### config.mk
export PLATFORM = sky130hd
export DESIGN_NAME = sseg_frame_arbiter
export DESIGN_NICKNAME = d
export VERILOG_FILES = /design/src/rtl/sseg_frame_arbiter.sv
export SDC_FILE = /design/constraint.sdc
export NUM_CORES = 1
export LEC_CHECK = 0
export BUFFER_PORTS_ARGS = -buffer_cell sky130_fd_sc_hd__buf_2
export CORE_ASPECT_RATIO = 1.4
export CORE_MARGIN = 3
export CORE_UTILIZATION = 50
export DETAILED_ROUTE_END_ITERATION = 10
export MAX_ROUTING_LAYER = met4
export PLACE_DENSITY = 0.82
export SYNTH_ARGS = -nofsm -noshare
export SYNTH_HDL_FRONTEND = slang
export SYNTH_SLANG_ARGS = --single-unit
### constraint.sdc
create_clock -name i_clk -period 4.05 [get_ports i_clk]
set_input_delay 0.2025 -clock i_clk [delete_from_list [all_inputs] [get_ports i_clk]]
set_output_delay 0.2025 -clock i_clk [all_outputs]
set_load 0.03 [all_outputs]
### src/rtl/sseg_frame_arbiter.sv
// Two-requester arbiter for the shared 4-digit seven-segment display: minimum hold, round-robin, blank when idle.
// Optional macro SSEG_ARB_PREEMPT_EN lets requester 0 preempt requester 1 regardless of the hold counter.
module sseg_frame_arbiter #(
  parameter int HOLD_CYCLES = 100_000_000,
  parameter int CW          = $clog2(HOLD_CYCLES)
) (
  input  logic        i_clk,
  input  logic        i_rst,
  input  logic [1:0]  i_req,
  input  logic [15:0] i_frame0,
  input  logic [15:0] i_frame1,
  input  logic [3:0]  i_dp0,
  input  logic [3:0]  i_dp1,
  output logic [1:0]  o_gnt,
  output logic [15:0] o_hex,
  output logic [3:0]  o_dp,
  output logic        o_blank,
  output logic        o_frame_stb
);

  typedef enum logic [1:0] {IDLE, OWN0, OWN1} state_t;

  localparam logic [CW-1:0] CNT_MAX = CW'(HOLD_CYCLES - 1);

  state_t        state_q, state_d;
  logic [CW-1:0] cnt_q, cnt_d;
  logic          last_q, last_d;
  logic [1:0]    gnt_q, gnt_d;
  logic [15:0]   hex_q, hex_d;
  logic [3:0]    dp_q, dp_d;
  logic          blank_q, blank_d;
  logic          stb_q, stb_d;

  logic own;
  logic own_req;
  logic oth_req;
  logic expired;
  logic take;
  logic take_n;
  logic track;
  logic release_own;

  assign own     = (state_q == OWN1);
  assign own_req = own ? i_req[1] : i_req[0];
  assign oth_req = own ? i_req[0] : i_req[1];
  assign expired = (cnt_q == CNT_MAX);

  always_comb begin
    state_d     = state_q;
    cnt_d       = cnt_q;
    last_d      = last_q;
    gnt_d       = gnt_q;
    hex_d       = hex_q;
    dp_d        = dp_q;
    blank_d     = blank_q;
    stb_d       = 1'b0;
    take        = 1'b0;
    take_n      = 1'b0;
    track       = 1'b0;
    release_own = 1'b0;

    // Decide what happens this cycle; the register updates are applied below.
    case (state_q)
      IDLE: begin
        if (i_req != 2'b00) begin
          take   = 1'b1;
          take_n = (i_req == 2'b11) ? ~last_q : i_req[1];
        end
      end
      OWN0, OWN1: begin
        if (!expired) cnt_d = cnt_q + CW'(1);
        if (expired && oth_req) begin
          take   = 1'b1;
          take_n = ~own;
        end else if (own_req) begin
          track = 1'b1;
        end else if (expired) begin
          release_own = 1'b1;
        end
`ifdef SSEG_ARB_PREEMPT_EN
        if (own && i_req[0]) begin
          take   = 1'b1;
          take_n = 1'b0;
          track  = 1'b0;
        end
`endif
      end
      default: state_d = IDLE;
    endcase

    if (take) begin
      state_d = take_n ? OWN1 : OWN0;
      cnt_d   = '0;
      last_d  = take_n;
      gnt_d   = take_n ? 2'b10 : 2'b01;
      blank_d = 1'b0;
      stb_d   = 1'b1;
      hex_d   = take_n ? i_frame1 : i_frame0;
      dp_d    = take_n ? i_dp1 : i_dp0;
    end else if (track) begin
      hex_d = own ? i_frame1 : i_frame0;
      dp_d  = own ? i_dp1 : i_dp0;
    end else if (release_own) begin
      // Frame and decimal points keep their last values; blank hides them.
      state_d = IDLE;
      cnt_d   = '0;
      gnt_d   = 2'b00;
      blank_d = 1'b1;
      stb_d   = 1'b1;
    end
  end

  always_ff @(posedge i_clk) begin
    if (i_rst) begin
      state_q <= IDLE;
      cnt_q   <= '0;
      last_q  <= 1'b1;
      gnt_q   <= 2'b00;
      hex_q   <= 16'h0000;
      dp_q    <= 4'h0;
      blank_q <= 1'b1;
      stb_q   <= 1'b0;
    end else begin
      state_q <= state_d;
      cnt_q   <= cnt_d;
      last_q  <= last_d;
      gnt_q   <= gnt_d;
      hex_q   <= hex_d;
      dp_q    <= dp_d;
      blank_q <= blank_d;
      stb_q   <= stb_d;
    end
  end

  assign o_gnt       = gnt_q;
  assign o_hex       = hex_q;
  assign o_dp        = dp_q;
  assign o_blank     = blank_q;
  assign o_frame_stb = stb_q;

endmodule

==> flow_metrics.env <==
export IMPL_htreeDepth=2
export IMPL_min_from="i_frame0[1]"
export IMPL_skew_ps=9.96
export IMPL_dr_pass1_iters=4
export IMPL_pwr_share_clk_pct=22.4
export IMPL_syn_avg_cell_area_sq_um=9.23
export IMPL_synth_area_leader_cell="dfxtp_1"
export IMPL_p_per_area_mw_per_mm2=410
export IMPL_via_count=2420
export IMPL_fin_util_pct=60.5
export IMPL_status="finished clean"
export IMPL_synth_flop_cell="dfxtp_1"
export IMPL_critPathSlowestCell="a22oi_2"
export IMPL_cts_root_buf="clkbuf_8"
export IMPL_routed_wl_mm=6.06
export IMPL_crit_type="reg -> reg"
export IMPL_grt_pass1_vias=2243
export IMPL_rr_worst_depth=7
export IMPL_worst_path_largest_cell_delay_ps=760
export IMPL_area_delta_synth_final_pct=13.5
export IMPL_cts_buffers_inserted=5
export IMPL_clk_pin_slew_ps=100
export IMPL_hold_path_class="in -> reg"
export IMPL_hold_worst_slack_ps=147
export IMPL_nets=414
export IMPL_holdPathStages=2
export IMPL_clk_path_buf_depth=2
export IMPL_postSynthCellCount=307
export IMPL_switching_power_mw=0.472
export IMPL_dieArea_sq_mm=0.00662
export IMPL_drive_gt1_share_pct=29.5
export IMPL_place_gp_congestion=0.859
export IMPL_crit_required_ps=4300
export IMPL_post_cts_setup_buffers=0
export IMPL_slew_violations=0
export IMPL_cp_max_fo=20
export IMPL_worst_slack_ps=1310
export IMPL_io_pins=68
export IMPL_ctsResizeCount=0
export IMPL_clk_insertion_delay_late_ps=310
export IMPL_synthDominantCellAreaShare_pct=38.1
export IMPL_detailed_place_hpwl_mm=4.45
export IMPL_timing_max_cap_violations=0
export IMPL_synth_area_sq_mm=0.00283
export IMPL_sw_frac_of_total_pct=35.8
export IMPL_combPwrFrac_pct=31.3
export IMPL_grt_overflow=0
export IMPL_fmax_mhz=365
export IMPL_synth_distinct_cells=46
export IMPL_grt_setup_unrepaired="false"
export IMPL_synthTopCellsByArea="dfxtp_1, o221a_1, xnor2_1"
export IMPL_rr_endpoint="o_hex[0]"
export IMPL_hold_violations=0
export IMPL_end_kind="register"
export IMPL_fin_cells=432
export IMPL_finalCritPeriodShare_pct=67.6
export IMPL_synth_edf_count=0
export IMPL_drtIter0Drc=108
export IMPL_synth_nets=356
export IMPL_cts_tree="done"
export IMPL_worstMarginPinSlew_ps=1050
export IMPL_grt_antenna_before_repair=0
export IMPL_synthMostInstantiatedCell="dfxtp_1"
export IMPL_cts_hold_fix_buffers=0
export IMPL_total_power_mw=1.32
export IMPL_wl_per_cell_um=14.0
export IMPL_synth_seq_area_share_pct=38.1
export IMPL_initial_core_util_pct=53.3
export IMPL_p_int_mw=0.847
export IMPL_finalSetupTns_ps=0
export IMPL_async_flop_share_pct=0
export IMPL_layout_min_cycle_time_ps=2740
export IMPL_crit_chain="inv_1 -> ha_1 -> nand3b_1 -> o31ai_4 -> nand2_1 -> a22oi_2 -> o221a_1"
export IMPL_grt_pass1_wl_mm=10.3
export IMPL_max_vdd_ir_drop_uv=170
export IMPL_r2r_start="state_q[0]"
export IMPL_num_rows=31
export IMPL_whs_endpoint="o_hex[1]"
export IMPL_multi_input_area_sq_mm=0.00152
export IMPL_die_w_um=69.6
export IMPL_diodes=0
export IMPL_p_leak_nw=1.17
export IMPL_setup_violations=0
export IMPL_place_ws_ps=1330
export IMPL_cp_start_kind="register"
export IMPL_seqPwrFrac_pct=46.4
export IMPL_placed_cell_area_sq_mm=0.00313
export IMPL_ys_top_cells_by_count="dfxtp_1, nor2_1, inv_1, xnor2_1"
export IMPL_dpl_cell_count=424
export IMPL_grt_max_degree=29
export IMPL_slew_headroom_pct=29.8
export IMPL_vias_per_cell=5.60
export IMPL_fill_cells=439
export IMPL_antenna_left=0
export IMPL_fin_area_sq_mm=0.00322
export IMPL_cts_sinks=54
export IMPL_dieHeight_um=95.1
export IMPL_io_buffers=67
export IMPL_cp_data_arrival_time_ps=2990
export IMPL_yosys_warnings=0
export IMPL_ys_ff_latch=54
export IMPL_regArea_sq_mm=0.00108
export IMPL_core_area_sq_mm=0.00531
export IMPL_gr_usage_all_layers_pct=19.2
export IMPL_r2r_slack_ps=1310
export IMPL_drc=0
==> worst max path at each step <==
| stage | startpoint | to | slack (ps) | depth (start not counted) |
|---|---|---|---|---|
| after floorplan | cnt_q[0] | o_dp[0] | 1950 | 9 |
| after global placement | state_q[0] | o_dp[3] | 1460 | 7 |
| after detailed placement | state_q[0] | o_dp[2] | 1330 | 7 |
| after CTS | state_q[0] | o_hex[5] | 1290 | 7 |
| after global routing | state_q[0] | o_dp[1] | 1110 | 7 |
| final | state_q[0] | o_hex[0] | 1310 | 7 |
==> cell families (layout without fill, tap and decap cells) <==
kind of cell,count (synthesis),after routing,share of synthesized area (%)
and+or+nand+nor,116,116,22.3
AOI/OAI and AO/OA,60,60,20.4
DFF,54,54,38.1
buffers and inverters,44,103,8.17
xor gates and xnor gates,26,26,8.04
adders and majority gates,5,5,2.21
muxes,2,2,0.751
==> layout by cell type, fill, tap and decap left out, types with 2 or more instances in the layout <==
cell type	count
xor2_1	3
a21oi_2	20
and4_1	2
nor3_1	11
nor2_1	37
o211ai_1	2
o221a_1	20
dfxtp_1	54
ha_1	5
a21oi_1	8
nand4_1	8
nor4_1	5
nand3b_1	2
nand3_1	17
and4b_1	3
nor4bb_1	2
and2_1	3
clkbuf_8	5
inv_1	28
xnor2_1	23
nand2_1	16
buf_2	67
==> sequential cells by signal, indices dropped and copies added, names as in the netlist <==
signal and cells:
state_q 2, o_blank 1, last_q 1, o_dp 4, o_hex 16, cnt_q 27
o_gnt 2, o_frame_stb 1
==> power by group through the flow <==
stage,logic (mW),clock network (mW),registers (mW)
after floorplan,0.242,0,0.718
after global placement,0.403,0,0.623
after detailed placement,0.414,0,0.624
after CTS,0.415,0.311,0.612
after global routing,0.446,0.328,0.617
final,0.413,0.295,0.612
==> critical path: cells and delay by family (launching register included) <==
kind / cells / cell delay (ps)
buf+inv: 1 / 70
simple gates: 2 / 320
fa+ha+maj: 1 / 530
flops: 1 / 380
compound gates: 3 / 1380
==> routing by layer <==
metal,wire (um),GRT usage (%)
met5,0,-
met4,108,5.75
met3,467,4.75
met2,2890,32.1
met1,2590,23.1
==> area by class of cell <==
| cell class | count | share of cell area (%) |
|---|---|---|
| clock inverters | 3 | 0.661 |
| inverters | 28 | 3.27 |
| well taps | 66 | 2.57 |
| multi-input cells | 209 | 47.3 |
| repair buffers | 67 | 10.4 |
| flip-flops and latches | 54 | 33.6 |
| clock buffers | 5 | 2.14 |
Note: power is estimated with default switching activity, not from simulation.
